File: src/rtl/checkdigit_sched_if.sv
// Requester and engine signal bundle for the shared check-digit scheduler.
// slave = scheduler side, master = clients plus engine side.
interface checkdigit_sched_if #(
  parameter int N_REQ  = 4,
  parameter int DIGITS = 15
);
  logic [N_REQ-1:0]          req;
  logic [N_REQ*DIGITS*4-1:0] frame;
  logic [N_REQ-1:0]          ack;
  logic [N_REQ-1:0]          done;
  logic [3:0]                result;
  logic                      err;
  logic                      busy;
  logic [3:0]                eng_in_num;
  logic                      eng_in_valid;
  logic                      eng_out_valid;
  logic [3:0]                eng_out;

  modport slave (
    input  req, frame, eng_out_valid, eng_out,
    output ack, done, result, err, busy, eng_in_num, eng_in_valid
  );

  modport master (
    output req, frame, eng_out_valid, eng_out,
    input  ack, done, result, err, busy, eng_in_num, eng_in_valid
  );
endinterface

File: src/rtl/checkdigit_sched.sv
// Round-robin scheduler sharing one check-digit engine among N_REQ requesters:
// grants a requester, streams its frame as one gap-free burst, returns the result.
module checkdigit_sched #(
  parameter int N_REQ   = 4,
  parameter int DIGITS  = 15,
  parameter int TIMEOUT = 4
) (
  input  logic               clk,
  input  logic               rst_n,
  checkdigit_sched_if.slave  bus
);
  localparam int PTR_W = (N_REQ > 1) ? $clog2(N_REQ) : 1;
  localparam int CNT_W = (DIGITS > 1) ? $clog2(DIGITS) : 1;
  localparam int TO_W  = $clog2(TIMEOUT + 1);
  localparam int FW    = DIGITS * 4;

  typedef enum logic [1:0] {
    IDLE = 2'd0,
    SEND = 2'd1,
    WAIT = 2'd2,
    RESP = 2'd3
  } state_t;

  state_t            state_q, state_d;
  logic [PTR_W-1:0]  rr_ptr_q, rr_ptr_d;
  logic [CNT_W-1:0]  k_q, k_d;
  logic [TO_W-1:0]   wait_q, wait_d;
  logic [FW-5:0]     frame_q, frame_d;
  logic              eng_in_valid_q, eng_in_valid_d;
  logic [3:0]        eng_in_num_q, eng_in_num_d;
  logic [N_REQ-1:0]  done_q, done_d;
  logic [3:0]        result_q, result_d;
  logic              err_q, err_d;

  logic              grant_valid_s;
  logic [PTR_W-1:0]  grant_idx_s;
  logic [PTR_W-1:0]  cand_s;
  logic [FW-1:0]     grant_frame_s;
  logic [N_REQ-1:0]  ack_s;

  // Round-robin search starting just above the last grant, wrapping modulo N_REQ.
  always_comb begin
    grant_valid_s = 1'b0;
    grant_idx_s   = '0;
    cand_s        = '0;
    for (int i = 1; i <= N_REQ; i++) begin
      cand_s        = PTR_W'((int'(rr_ptr_q) + i) % N_REQ);
      grant_idx_s   = (!grant_valid_s && bus.req[cand_s]) ? cand_s : grant_idx_s;
      grant_valid_s = grant_valid_s | bus.req[cand_s];
    end
  end

  // Select the granted frame and form the combinational ack pulse.
  always_comb begin
    grant_frame_s = '0;
    ack_s         = '0;
    for (int i = 0; i < N_REQ; i++) begin
      grant_frame_s = (grant_idx_s == PTR_W'(i)) ? bus.frame[i*FW +: FW] : grant_frame_s;
      ack_s[i]      = (state_q == IDLE) && grant_valid_s && (grant_idx_s == PTR_W'(i));
    end
  end

  // Next-state and registered-output logic; rr_ptr doubles as the current owner.
  always_comb begin
    state_d        = state_q;
    rr_ptr_d       = rr_ptr_q;
    k_d            = k_q;
    wait_d         = wait_q;
    frame_d        = frame_q;
    eng_in_valid_d = 1'b0;
    eng_in_num_d   = 4'h0;
    done_d         = '0;
    result_d       = result_q;
    err_d          = err_q;
    case (state_q)
      IDLE: begin
        if (grant_valid_s) begin
          state_d        = SEND;
          rr_ptr_d       = grant_idx_s;
          k_d            = '0;
          frame_d        = grant_frame_s[FW-1:4];
          eng_in_valid_d = 1'b1;
          eng_in_num_d   = grant_frame_s[3:0];
        end else begin
          state_d = IDLE;
        end
      end
      SEND: begin
        // Digit k is on the engine bus now; frame_q[3:0] already holds digit k+1.
        if (k_q == CNT_W'(DIGITS - 1)) begin
          state_d = WAIT;
          wait_d  = '0;
        end else begin
          k_d            = k_q + CNT_W'(1);
          eng_in_valid_d = 1'b1;
          eng_in_num_d   = frame_q[3:0];
          frame_d        = frame_q >> 3'd4;
        end
      end
      WAIT: begin
        if (bus.eng_out_valid) begin
          result_d         = bus.eng_out;
          err_d            = 1'b0;
          done_d[rr_ptr_q] = 1'b1;
          state_d          = RESP;
        end else if (wait_q == TO_W'(TIMEOUT - 1)) begin
          result_d         = 4'h0;
          err_d            = 1'b1;
          done_d[rr_ptr_q] = 1'b1;
          state_d          = RESP;
        end else begin
          wait_d = wait_q + TO_W'(1);
        end
      end
      RESP: begin
        state_d = IDLE;
      end
      default: begin
        state_d = IDLE;
      end
    endcase
  end

  // State and output registers with synchronous active-high reset.
  always_ff @(posedge clk) begin
    if (rst_n) begin
      state_q        <= IDLE;
      rr_ptr_q       <= PTR_W'(N_REQ - 1);
      k_q            <= '0;
      wait_q         <= '0;
      frame_q        <= '0;
      eng_in_valid_q <= 1'b0;
      eng_in_num_q   <= 4'h0;
      done_q         <= '0;
      result_q       <= 4'h0;
      err_q          <= 1'b0;
    end else begin
      state_q        <= state_d;
      rr_ptr_q       <= rr_ptr_d;
      k_q            <= k_d;
      wait_q         <= wait_d;
      frame_q        <= frame_d;
      eng_in_valid_q <= eng_in_valid_d;
      eng_in_num_q   <= eng_in_num_d;
      done_q         <= done_d;
      result_q       <= result_d;
      err_q          <= err_d;
    end
  end

  assign bus.ack          = ack_s;
  assign bus.busy         = (state_q != IDLE);
  assign bus.done         = done_q;
  assign bus.result       = result_q;
  assign bus.err          = err_q;
  assign bus.eng_in_valid = eng_in_valid_q;
  assign bus.eng_in_num   = eng_in_num_q;
endmodule

File: src/flat_wrapper.sv
// flat-port wrapper written by rule: the top's interface ports become plain ports
module checkdigit_sched_flat 
#(
  parameter int N_REQ   = 4,
  parameter int DIGITS  = 15,
  parameter int TIMEOUT = 4
)
  (clk, rst_n, bus_req, bus_frame, bus_eng_out_valid, bus_eng_out, bus_ack, bus_done, bus_result, bus_err, bus_busy, bus_eng_in_num, bus_eng_in_valid);
  checkdigit_sched_if #(.N_REQ(N_REQ), .DIGITS(DIGITS)) bus_i ();
  input  logic clk;
  input  logic rst_n;
  input wire logic [$bits(bus_i.req)-1:0] bus_req;
  input wire logic [$bits(bus_i.frame)-1:0] bus_frame;
  input wire logic [$bits(bus_i.eng_out_valid)-1:0] bus_eng_out_valid;
  input wire logic [$bits(bus_i.eng_out)-1:0] bus_eng_out;
  output wire logic [$bits(bus_i.ack)-1:0] bus_ack;
  output wire logic [$bits(bus_i.done)-1:0] bus_done;
  output wire logic [$bits(bus_i.result)-1:0] bus_result;
  output wire logic [$bits(bus_i.err)-1:0] bus_err;
  output wire logic [$bits(bus_i.busy)-1:0] bus_busy;
  output wire logic [$bits(bus_i.eng_in_num)-1:0] bus_eng_in_num;
  output wire logic [$bits(bus_i.eng_in_valid)-1:0] bus_eng_in_valid;
  assign bus_i.req = bus_req;
  assign bus_i.frame = bus_frame;
  assign bus_i.eng_out_valid = bus_eng_out_valid;
  assign bus_i.eng_out = bus_eng_out;
  assign bus_ack = bus_i.ack;
  assign bus_done = bus_i.done;
  assign bus_result = bus_i.result;
  assign bus_err = bus_i.err;
  assign bus_busy = bus_i.busy;
  assign bus_eng_in_num = bus_i.eng_in_num;
  assign bus_eng_in_valid = bus_i.eng_in_valid;
  checkdigit_sched #(.N_REQ(N_REQ), .DIGITS(DIGITS), .TIMEOUT(TIMEOUT)) u_core (.clk(clk), .rst_n(rst_n), .bus(bus_i));
endmodule
File: config.mk
export PLATFORM = sky130hd
export DESIGN_NAME = checkdigit_sched_flat
export DESIGN_NICKNAME = d
export VERILOG_FILES = /design/src/rtl/checkdigit_sched_if.sv /design/src/rtl/checkdigit_sched.sv /design/src/flat_wrapper.sv
export SDC_FILE = /design/constraint.sdc
export NUM_CORES = 1
export LEC_CHECK = 0
export ABC_AREA = 1
export BUFFER_PORTS_ARGS = -buffer_cell sky130_fd_sc_hd__buf_4
export CAP_MARGIN = 40
export CORE_MARGIN = 2
export CORE_UTILIZATION = 43
export CTS_CLUSTER_SIZE = 20
export DETAILED_ROUTE_END_ITERATION = 10
export GPL_TIMING_DRIVEN = 0
export PLACE_DENSITY = 0.78
export RECOVER_POWER = 100
export SYNTH_ARGS = -nofsm -noshare
export SYNTH_HDL_FRONTEND = slang
export SYNTH_SLANG_ARGS = --single-unit
File: constraint.sdc
create_clock -name clk -period 2.52 [get_ports clk]
set_input_delay 0.252 -clock clk [delete_from_list [all_inputs] [get_ports clk]]
set_output_delay 0.252 -clock clk [all_outputs]
set_load 0.02 [all_outputs]
==> results of run 1 <==
==> worst reg2reg max path: stages (launching register included) <==
cell     delay (ps)
dfxtp_4         380
inv_8            60
ha_4            270
inv_2            50
nand2_2          80
nand2_2          80
inv_2            80
nand4_1         100
nand2_2         140
nand2_8          80
buf_12          150
nor2_4          200
buf_8           180
buf_8           140
a21oi_1          80
nand2_1         140
nand2_1          80
a21oi_1         110
==> cells in the final DEF (no fill, tap or decap), types with 3 or more instances in the layout <==
| cell | n |
|---|---|
| nand2_1 | 324 |
| buf_4 | 267 |
| nor2_1 | 123 |
| a21oi_1 | 108 |
| dfxtp_1 | 79 |
| o21ai_0 | 72 |
| inv_1 | 51 |
| nand3_1 | 49 |
| clkbuf_1 | 41 |
| o21ai_1 | 13 |
| nand2_2 | 12 |
| nand3b_1 | 12 |
| ha_1 | 11 |
| nand4_1 | 10 |
| clkbuf_16 | 10 |
| clkbuf_2 | 9 |
| buf_6 | 8 |
| buf_2 | 8 |
| inv_2 | 5 |
| nor3b_1 | 5 |
| inv_4 | 4 |
| nand3_2 | 4 |
| nor2_4 | 4 |
| buf_8 | 4 |
| o21bai_1 | 4 |
| a21oi_2 | 4 |
| nand2_4 | 3 |
| nor2_2 | 3 |
| or2_1 | 3 |
| nor3_1 | 3 |
| o22ai_1 | 3 |
==> sequential cells by signal (all words and copies together), names as in the netlist, 2 cells and up <==
name	flops
u_core.frame_q	56
u_core.wait_q	3
u_core.bus.done	4
u_core.bus.result	4
u_core.k_q	4
u_core.rr_ptr_q	2
u_core.state_q	2
u_core.bus.eng_in_num	4
==> routing by layer <==
metal  track usage  vias to the layer above  part of all wire
met5             0                        -                 0
met4       0.09853                        0             0.028
li1              -                     3755                 -
met2        0.5143                      337              0.48
met1        0.3692                     3387              0.42
met3       0.05316                       52             0.074
==> cell type report <==
cell class / count / area [µm²] / share of cell area
Buffer: 58 / 354.1 / 0.04136
Clock buffer: 11 / 242.7 / 0.02835
Clock inverter: 4 / 76.32 / 0.008914
Inverter: 62 / 255.2 / 0.02981
Multi-Input combinational cell: 780 / 3686 / 0.4305
Sequential cell: 81 / 1629 / 0.1903
Tap cell: 176 / 220.2 / 0.02572
Timing Repair Buffer: 282 / 2098 / 0.2451
==> worst paths after layout <==
path	cells after the start	startpoint	end	slack (ps)
hold reg to reg	2	u_core.bus.result[0]	u_core.bus.result[0]	460
setup reg to reg	17	u_core.rr_ptr_q[0]	u_core.frame_q[11]	60
hold / removal	3	bus_eng_out[0]	u_core.bus.result[0]	180
setup / recovery	10	u_core.rr_ptr_q[0]	bus_ack[1]	30
==> kinds of logic (layout without fill, tap and decap cells) <==
group | Yosys count | in the layout | synth area share
and+or+nand+nor | 558 | 558 | 0.4086
DFF | 81 | 81 | 0.2828
buffers and inverters | 121 | 417 | 0.09275
adders and majority gates | 12 | 12 | 0.02619
AOI/OAI and AO/OA | 210 | 210 | 0.1897
==> synth_stat cells <==
cell type and n:
nor2_4 2, a31o_2 1, o211a_1 2, a21oi_1 112, o21ai_0 72, o21bai_1 4, nand2_2 7, nor2_8 1
nor2_2 1, nand3b_1 12, o211ai_1 1, nor3b_1 5, buf_4 7, clkbuf_1 36, dfxtp_1 81, nor3_1 3
a221oi_1 1, clkinv_2 1, nand2_4 1, nand2_8 1, or2_1 3, buf_2 10, a21boi_1 1, nand4_1 10
nand3_2 1, inv_2 7, nand2_1 331, o22ai_1 3, buf_1 1, ha_1 12, o21ai_1 13, inv_1 54
buf_6 5, nor2_1 127, nand3_1 53
==> where the power goes <==
group	switching (W)	internal, W
clock network	0.000517	0.000893
registers	0.000214	0.00173
logic	0.00689	0.00385
==> repair_timing <==
| action | in CTS | in global routing |
|---|---|---|
| buffers inserted | 7 | 6 |
| pin swaps | 4 | 15 |
| setup endpoints to repair | 69 | 65 |
| cloned | 0 | 1 |
| hold buffers | 0 | 0 |
| resized for setup | 27 | 54 |
==> per-stage QoR <==
stage	instance area, µm²	setup TNS, ps	worst slack, ps	util
2_1_floorplan	5733	0	42.84	-
3_3_place_gp	7965	-24570	-521.3	0.6063
3_5_place_dp	7965	-23470	-528.0	0.6063
4_1_cts	8421	0	2.750	0.6410
5_1_grt	8562	-475.5	-81.68	0.6517
6_report	8562	0	27.87	0.6517
==> summary.md, run 1 <==
| Metric | Value |
|---|---|
| Mapped cell area | `0.005733 mm²` |
| Die area | `0.01427 mm²` |
| Area Growth Syn to Fin | `49.35%` |
| Worst-Skew Late Latency | `330 ps` |
| Maximum vdd drop | `0.0008276 V` |
| DRT Wirelength | `22.16 mm` |
| Global-route wire length before repair | `33.68 mm` |
| Core outline area | `0.01314 mm²` |
| Worst relative slew slack | `0.5455` |
| CP cell instances | `inv_8 > ha_4 > nand3_1 > nand2_2 > inv_2 > nand4_1 > nand3_4 > clkbuf_2 > nor2_2 > buf_4` |
| Cell count after synthesis | `982` |
| Share of the synthesized area in the top cell type | `0.2828` |
| Setup violators final | `0` |
| RePlAce Congestion | `0.9396` |
| CP peak stage delay | `380 ps` |
| Leakage power total | `4.296 nW` |
| Max Freq | `401.3 MHz` |
| Min-Delay Path Class | `input pin to flop` |
| I/O Pins | `270` |
| Critical Path End Type | `primary output` |
| Initial Util | `0.4364` |
| Critical path required time | `2270 ps` |
| Fin crit share | `0.9889` |
| Overflow after GRT | `0` |
| Total power draw | `0.01410 W` |
| Routed len/inst | `15.24 µm` |
| CTS tree | `built` |
| Setup repair after global routing missed its margin | `yes` |
| Clk sinks | `81` |
| DPL Wire Length | `16.84 mm` |
| Initial DRC Count | `494` |
| Cell Count, Final, Fillers Out | `1,454` |
| Antenna diodes | `0` |
| GRT Overall Usage | `0.2962` |
| Family with the most delay on the worst path | `simple AND/OR/NAND/NOR gates` |
| CTS max path bufs | `2` |
| Via count | `7,531` |
| CP max stage cell | `dfxtp_4` |
| CP arrival | `2240 ps` |
| Tightest hold margin | `178.1 ps` |
| Final Hold Fails | `0` |
| Status | `finished, final reports clean` |
| Cts bufs inserted | `9` |
| Post-Syn Area per Cell | `5.838 µm²` |
| Synth top area cells | `dfxtp_1, nand2_1, a21oi_1` |
| Placed Cells | `1,426` |
| Buffers & Inverters on Critical Path | `4` |
| NumNets Final | `1,537` |
| Max-Cap Viols | `0` |
| H-tree Lvls | `3` |
| Antenna Violating Nets Remaining | `0` |
| Largest net degree at the start of global routing | `14` |
| DRC Markers | `0` |
| Synth cell types | `35` |
| Register area share after synthesis | `0.2828` |
| Clk_skew | `6.061 ps` |
| Share of cells above drive strength 1 | `0.2833` |
| Die Y-Extent | `119.5 µm` |
| Number of global-route vias before repair | `6,983` |
| Clk pin slew, worst setup/hold paths | `60 ps` |
| Syn Nets | `1,245` |
| Crit Path Class | `flop to primary output` |
| Fill count | `1,284` |
| Root Buffer | `clkbuf_16` |
| Synthesized flop and latch total | `81` |
| Yosys synthesis warning count | `0` |
| Die Width | `119.5 µm` |
| Max FO, Critical Path | `11` |
| Cell row count | `42` |
| Final Max Tran Viols | `0` |
| Antenna violations before repair | `0` |
| Pwr Density | `1646 mW/mm²` |
| DR pass1 iterations | `6` |
| Final worst path period need | `2492 ps` |
| Drt via density | `5.180` |
| Synth area leader | `dfxtp_1` |
| Critical path launch point type | `flop` |
| Tightest Pin Transition | `681.7 ps` |
| IO buf count | `268` |
No activity file was read; power rests on OpenSTA's default activity.
==> inputs of run 2 (changes only) <==
--- a/config.mk
+++ b/config.mk
@@ -15,6 +15,7 @@
 export GPL_TIMING_DRIVEN = 0
 export PLACE_DENSITY = 0.78
 export RECOVER_POWER = 100
+export REMOVE_ABC_BUFFERS = 1
 export SYNTH_ARGS = -nofsm -noshare
 export SYNTH_HDL_FRONTEND = slang
 export SYNTH_SLANG_ARGS = --single-unit
==> summary.md, run 2 (synthesis results as in run 1) <==
| Metric | Value |
|---|---|
| GRT Overall Usage | `0.3165 (+0.02031)` |
| Worst relative slew slack | `0.4665 (-0.07898)` |
| Overflow after GRT | `0 (unchanged)` |
| Int Pwr | `0.007243 W (+12%)` |
| Largest net degree at the start of global routing | `54 (+40)` |
| CP peak stage delay | `380 ps (about the same)` |
| CTS tree | `built` |
| Clk sinks | `81 (unchanged)` |
| Reg with most FFs | `u_core.frame_q` |
| Initial DRC Count | `686 (+39%)` |
| Clock power share | `0.092 (-0.008)` |
| I/O Pins | `270 (unchanged)` |
| Cell row count | `42 (unchanged)` |
| Sw Ratio | `0.5409 (about the same)` |
| Switching Power | `0.008534 W (+12%)` |
| Pwr Density | `1769 mW/mm² (+7.4%)` |
| Tightest Pin Transition | `799.3 ps (+117.6 ps)` |
| Max Freq | `394.3 MHz (-1.7%)` |
| Global-route wire length before repair | `35.74 mm (+6.1%)` |
| Flop2flop setup slack | `-10 ps (-70 ps)` |
| Fin crit share | `1.006 (+0.01752)` |
| Reg2reg start | `u_core.rr_ptr_q[0]` |
| Commonest non-fill, non-tap cell in the layout | `nand2_1` |
| Max reg flops | `56 (unchanged)` |
| NumNets Final | `1,524 (-0.85%)` |
| IO buf count | `269 (+0.37%)` |
| CP cell instances | `inv_8 > ha_4 > inv_4 > nand3_2 > nand2_2 > inv_1 > a21oi_2 > nand2_4 > nand2_8 > nand2_4 > nor2_1 > buf_4` |
| Antenna violations before repair | `0 (unchanged)` |
| Max FO, Critical Path | `11 (unchanged)` |
| DRC Markers | `0 (unchanged)` |
| Final Max Tran Viols | `0 (unchanged)` |
| Critical Path End Type | `primary output` |
| Setup repair after global routing missed its margin | `yes` |
| CP arrival | `2280 ps (+40 ps)` |
| Core outline area | `0.01314 mm² (unchanged)` |
| Worst r2r dst | `u_core.bus.eng_in_num[0]` |
| Die Y-Extent | `119.5 µm (unchanged)` |
| Placed Cells | `1,374 (-3.6%)` |
| Clk_skew | `9.232 ps (+3.171 ps)` |
| Area Growth Syn to Fin | `55.59%` |
| Min-Delay Path Class | `input pin to flop` |
| Failing checks | `negative setup slack` |
| Cts bufs inserted | `9 (unchanged)` |
| Routed len/inst | `16.78 µm (+10%)` |
| Total power draw | `0.01578 W (+12%)` |
| Most frequent cells in the layout | `nand2_1, buf_4, nor2_1` |
| Via count | `7,663 (+1.8%)` |
| Status | `finished with violations` |
| Final Hold Fails | `0 (unchanged)` |
| CP endpoint | `bus_ack[0]` |
| Flop pwr share | `0.123 (-0.015)` |
| Final TNS setup | `-27.69 ps (-27.69 ps)` |
| Worst Setup SP | `u_core.rr_ptr_q[0]` |
| DR pass1 iterations | `5 (-1)` |
| Final WS setup | `-16.27 ps (-44.14 ps)` |
| RePlAce Congestion | `0.8249 (-12%)` |
| Crit Path Class | `flop to primary output` |
| Antenna diodes | `0 (unchanged)` |
| Critical path launch point type | `flop` |
| Die Width | `119.5 µm (unchanged)` |
| Final core occ | `0.6790 (+0.02724)` |
| Final worst path period need | `2536 ps (+44.14 ps)` |
| CP max stage cell | `dfxtp_4` |
| Critical path required time | `2270 ps (about the same)` |
| Max-Cap Viols | `0 (unchanged)` |
| Cell Count, Final, Fillers Out | `1,442 (-0.83%)` |
| Clk pin slew, worst setup/hold paths | `70 ps (about the same)` |
| Antenna Violating Nets Remaining | `0 (unchanged)` |
| Worst reg-to-reg path cell count | `17 (unchanged)` |
| Combinational cell fraction of total power | `0.784 (+0.022)` |
| Crit-path most repeated cell | `nand2_4` |
| Die area | `0.01427 mm² (unchanged)` |
| Root Buffer | `clkbuf_16` |
| Drt via density | `5.314 (+2.6%)` |
| H-tree Lvls | `3 (unchanged)` |
| Share of cells above drive strength 1 | `0.3009 (+0.01769)` |
| CTS max path bufs | `2 (unchanged)` |
| Leakage power total | `4.446 nW (+3.5%)` |
| Initial Util | `0.4364 (unchanged)` |
| DRT Wirelength | `24.19 mm (+9.2%)` |
| Maximum vdd drop | `0.0007319 V (-12%)` |
| Number of global-route vias before repair | `7,186 (+2.9%)` |
| Setup violators final | `2 (+2)` |
| Worst-Skew Late Latency | `340 ps (about the same)` |
| Tightest hold margin | `171.6 ps (-6.427 ps)` |
| DPL Wire Length | `13.63 mm (-19%)` |
run 2: cell types whose count changed in the layout (fill, tap and decap cells not counted), moves of 6 or more:
cell      before  now
a21oi_2        4   10
a21oi_1      108  102
nand2_2       12    6
clkbuf_2       9    0
buf_2          8    0
clkbuf_1      41   15
buf_4        267  282
buf_12         1   12
run 2: cell type report:
cell class,count,area (µm²)
fillers,1169,4218
multi-input cells,789,3841
repair buffers,317,2590
flip-flops and latches,81,1629
inverters,62,297.8
clock buffers,10,239.0
well taps,176,220.2
clock inverters,6,91.34
repair inverters,1,11.26
run 2: power groups by stage:
stage	clock [W]	combinational (W)	sequential (W)
after floorplan	0	0.00611	0.00194
after global placement	0	0.00825	0.00192
after detailed placement	0	0.00907	0.00195
after CTS	0.00147	0.0111	0.00193
after global routing	0.00152	0.0135	0.00198
final	0.00146	0.0124	0.00194
run 2: worst min path at each step:
stage	start	endpoint	slack (ps)	cells past startpoint
2_1_floorplan	rst_n	u_core.bus.eng_in_num[2]	320	1
3_3_place_gp	u_core.bus.result[2]	u_core.bus.result[2]	450	2
3_5_place_dp	u_core.frame_q[24]	u_core.frame_q[24]	460	2
4_1_cts	bus_eng_out[0]	u_core.bus.result[0]	170	3
5_1_grt	bus_eng_out[3]	u_core.bus.result[3]	170	3
6_report	bus_eng_out[0]	u_core.bus.result[0]	170	3
run 2: metal layers:
metal	wire length, µm	vias up	share of wire	track usage
met3	2062	42	0.085	0.06513
met5	0	-	0	0
met2	12050	396	0.50	0.5618
met4	450	0	0.019	0.09706
met1	9625	3487	0.40	0.3826
li1	-	3738	-	-
run 2: what timing repair did:
action                                  in CTS  in global routing
pin swaps                                   11                 17
endpoints found under the setup margin      70                 66
hold buffers                                 0                  0
resized for setup                           36                 31
setup buffers                               25                 15
cloned                                      10                  2
run 2: worst max-delay path, delay by kind of cell (launching register included):
family,cells,cell delay [ps]
simple gates,6,740
flops,1,380
buf+inv,4,350
fa+ha+maj,1,260
compound gates,1,190
run 2: metrics by stage:
stage          worst slack (ps)  instance area, µm²
2_1_floorplan             -2446                5435
3_3_place_gp              -5327                7675
3_5_place_dp              -1445                7823
4_1_cts                   1.780                8685
5_1_grt                  -105.0                8920
6_report                 -16.27                8920
==> inputs of run 3 (changes only) <==
--- a/config.mk
+++ b/config.mk
@@ -10,7 +10,6 @@
 export CAP_MARGIN = 40
 export CORE_MARGIN = 2
 export CORE_UTILIZATION = 43
-export CTS_CLUSTER_SIZE = 20
 export DETAILED_ROUTE_END_ITERATION = 10
 export GPL_TIMING_DRIVEN = 0
 export PLACE_DENSITY = 0.78
==> constraint.sdc (replaced) <==
create_clock -name clk -period 2.52 [get_ports clk]
set_input_delay 0.252 -clock clk [delete_from_list [all_inputs] [get_ports clk]]
set_output_delay 0.252 -clock clk [all_outputs]
set_load 0.01 [all_outputs]
==> summary.md, run 3 (synthesis results as in run 1) <==
| Metric | Value |
|---|---|
| Status | `finished with violations` |
| Failing checks | `negative setup slack` |
| Share of cells above drive strength 1 | `0.3085 (+0.007529)` |
| Die Width | `119.5 µm (unchanged)` |
| Commonest non-fill, non-tap cell in the layout | `nand2_1` |
| Root Buffer | `clkbuf_16` |
| Setup repair after global routing missed its margin | `yes` |
| Critical path launch point type | `flop` |
| Fill count | `1,168 (-0.086%)` |
| Cts bufs inserted | `9 (unchanged)` |
| Max FO, Critical Path | `16 (+5)` |
| I/O Pins | `270 (unchanged)` |
| Final WS setup | `-32.71 ps (-16.43 ps)` |
| Hold path cells | `3 (unchanged)` |
| CTS tree | `built` |
| DPL Wire Length | `13.63 mm (unchanged)` |
| IO buf count | `269 (unchanged)` |
| Maximum vdd drop | `0.0008298 V (+13%)` |
| Worst reg-to-reg path cell count | `16 (-1)` |
| Total power draw | `0.01585 W (+0.44%)` |
| Critical Path End Type | `flop` |
| Final Max Tran Viols | `0 (unchanged)` |
| Placed Cells | `1,374 (unchanged)` |
| Tightest Pin Transition | `781.4 ps (-17.91 ps)` |
| CP arrival | `2740 ps (+460 ps)` |
| Die area | `0.01427 mm² (unchanged)` |
| Antenna violations before repair | `0 (unchanged)` |
| Area Growth Syn to Fin | `56.46%` |
| Max reg flops | `56 (unchanged)` |
| DR pass1 iterations | `5 (unchanged)` |
| Core outline area | `0.01314 mm² (unchanged)` |
| Post-CTS Hold Fix Bufs | `0 (unchanged)` |
| Clk_skew | `9.697 ps (+0.4650 ps)` |
| RePlAce Congestion | `0.8249 (unchanged)` |
| Worst-Skew Late Latency | `340 ps (about the same)` |
| DRC Markers | `0 (unchanged)` |
| Antenna diodes | `0 (unchanged)` |
| H-tree Lvls | `3 (unchanged)` |
| Reg with most FFs | `u_core.frame_q` |
| Flop2flop setup slack | `-30 ps (-20 ps)` |
| Final Hold Fails | `0 (unchanged)` |
| Cell row count | `42 (unchanged)` |
| Drt via density | `5.342 (+0.53%)` |
| Overflow after GRT | `0 (unchanged)` |
| Via count | `7,746 (+1.1%)` |
| Min-Delay Path Class | `input pin to flop` |
| Setup violators final | `6 (+4)` |
| Hold_sp | `bus_eng_out[0]` |
| Fin crit share | `1.013 (+0.006521)` |
| Worst r2r dst | `u_core.frame_q[52]` |
| Critical path required time | `2710 ps (+440 ps)` |
| Pwr Density | `1767 mW/mm² (-0.12%)` |
| Clk pin slew, worst setup/hold paths | `70 ps (about the same)` |
| Max-Cap Viols | `0 (unchanged)` |
| Tightest hold margin | `168.1 ps (-3.566 ps)` |
| GRT Overall Usage | `0.3183 (+0.001783)` |
| Global-route wire length before repair | `35.98 mm (+0.65%)` |
| Reg2reg start | `u_core.rr_ptr_q[1]` |
| Largest net degree at the start of global routing | `54 (unchanged)` |
| Leakage power total | `4.476 nW (+0.66%)` |
| Initial Util | `0.4364 (unchanged)` |
| Initial DRC Count | `662 (-3.5%)` |
| NumNets Final | `1,532 (+0.52%)` |
| Most frequent cells in the layout | `nand2_1, buf_4, nor2_1` |
| Crit Path Class | `flop to flop` |
| Final worst path period need | `2553 ps (+16.43 ps)` |
| CTS max path bufs | `2 (unchanged)` |
| Number of global-route vias before repair | `7,258 (+1.0%)` |
| Worst hold endpoint | `u_core.bus.result[0]` |
| DRT Wirelength | `24.62 mm (+1.8%)` |
| Cell Count, Final, Fillers Out | `1,450 (+0.55%)` |
| Pre-CTS setup slack | `-1445 ps (unchanged)` |
| Clk sinks | `81 (unchanged)` |
| Worst relative slew slack | `0.4785 (+0.01195)` |
| Die Y-Extent | `119.5 µm (unchanged)` |
| Max Freq | `391.7 MHz (-0.64%)` |
| Routed len/inst | `16.98 µm (+1.2%)` |
| Antenna Violating Nets Remaining | `0 (unchanged)` |
run 3: changes by cell type in the layout (fill, tap and decap cells not counted), moves of 2 or more:
cell     delta
nand2_1     -4
a21oi_2     -3
nand2_2     +3
nand2_4     +3
buf_12      -4
nor2_1      -2
o21ai_1     +5
a21oi_1     +3
buf_6       +2
nor2_2      +2
o21ai_0     -4
buf_4       +8
run 3: how the worst max path moves through the flow:
stage / end / start / cells after the start / slack [ps]
floorplan: u_core.frame_q[12] / u_core.state_q[1] / 9 / -2450
global placement: u_core.frame_q[12] / u_core.state_q[1] / 9 / -5330
detailed placement: u_core.frame_q[12] / u_core.state_q[1] / 11 / -1450
CTS: bus_ack[1] / u_core.rr_ptr_q[1] / 13 / 1
global route: u_core.frame_q[50] / u_core.rr_ptr_q[1] / 15 / -100
finish: u_core.frame_q[52] / u_core.rr_ptr_q[1] / 16 / -30
run 3: metal layers:
metal | vias to the layer above | GRT usage | part of all wire
li1 | 3755 | - | -
met1 | 3542 | 0.3801 | 0.39
met2 | 399 | 0.5632 | 0.50
met3 | 50 | 0.07136 | 0.088
met4 | 0 | 0.1037 | 0.023
met5 | - | 0 | 0
run 3: what timing repair did:
item / CTS / global route
gates cloned: 11 / 5
buffers inserted: 31 / 14
resized for setup: 41 / 36
pin swaps: 14 / 24
setup endpoints to repair: 70 / 64
run 3: report_power, final:
| part | switching, W | internal, W |
|---|---|---|
| clock network | 0.000567 | 0.000899 |
| registers | 0.000209 | 0.00173 |
| logic | 0.00786 | 0.00459 |
run 3: area by class of cell:
type / count / area (µm²) / share of cell area
Inverter: 62 / 299.0 / 0.03334
Timing Repair inverter: 1 / 11.26 / 0.001255
Clock inverter: 6 / 91.34 / 0.01018
Timing Repair Buffer: 322 / 2586 / 0.2883
Clock buffer: 10 / 239.0 / 0.02664
Sequential cell: 81 / 1629 / 0.1816
Multi-Input combinational cell: 792 / 3894 / 0.4341
Tap cell: 176 / 220.2 / 0.02455
run 3: critical path: stages, from the launching register on:
cell and delay [ps]:
dfxtp_4 360, clkinvlp_4 140, ha_4 320, inv_4 40, nand2_4 90, nand2_4 70, buf_4 140, a21oi_2 140
nand2_4 110, buf_4 170, buf_4 170, nand2_4 240, nand3b_1 120, nand3_1 100, nand2_1 60, nand2_1 60
a21oi_1 60
run 3: through the flow:
stage                     area (µm²)  TNS (ps)  utilization
after floorplan                 5435   -127730            -
after global placement          7675   -282250       0.5842
after detailed placement        7823    -63570       0.5954
after CTS                       8713         0       0.6632
after global routing            8970     -2004       0.6828
final                           8970    -94.49       0.6828
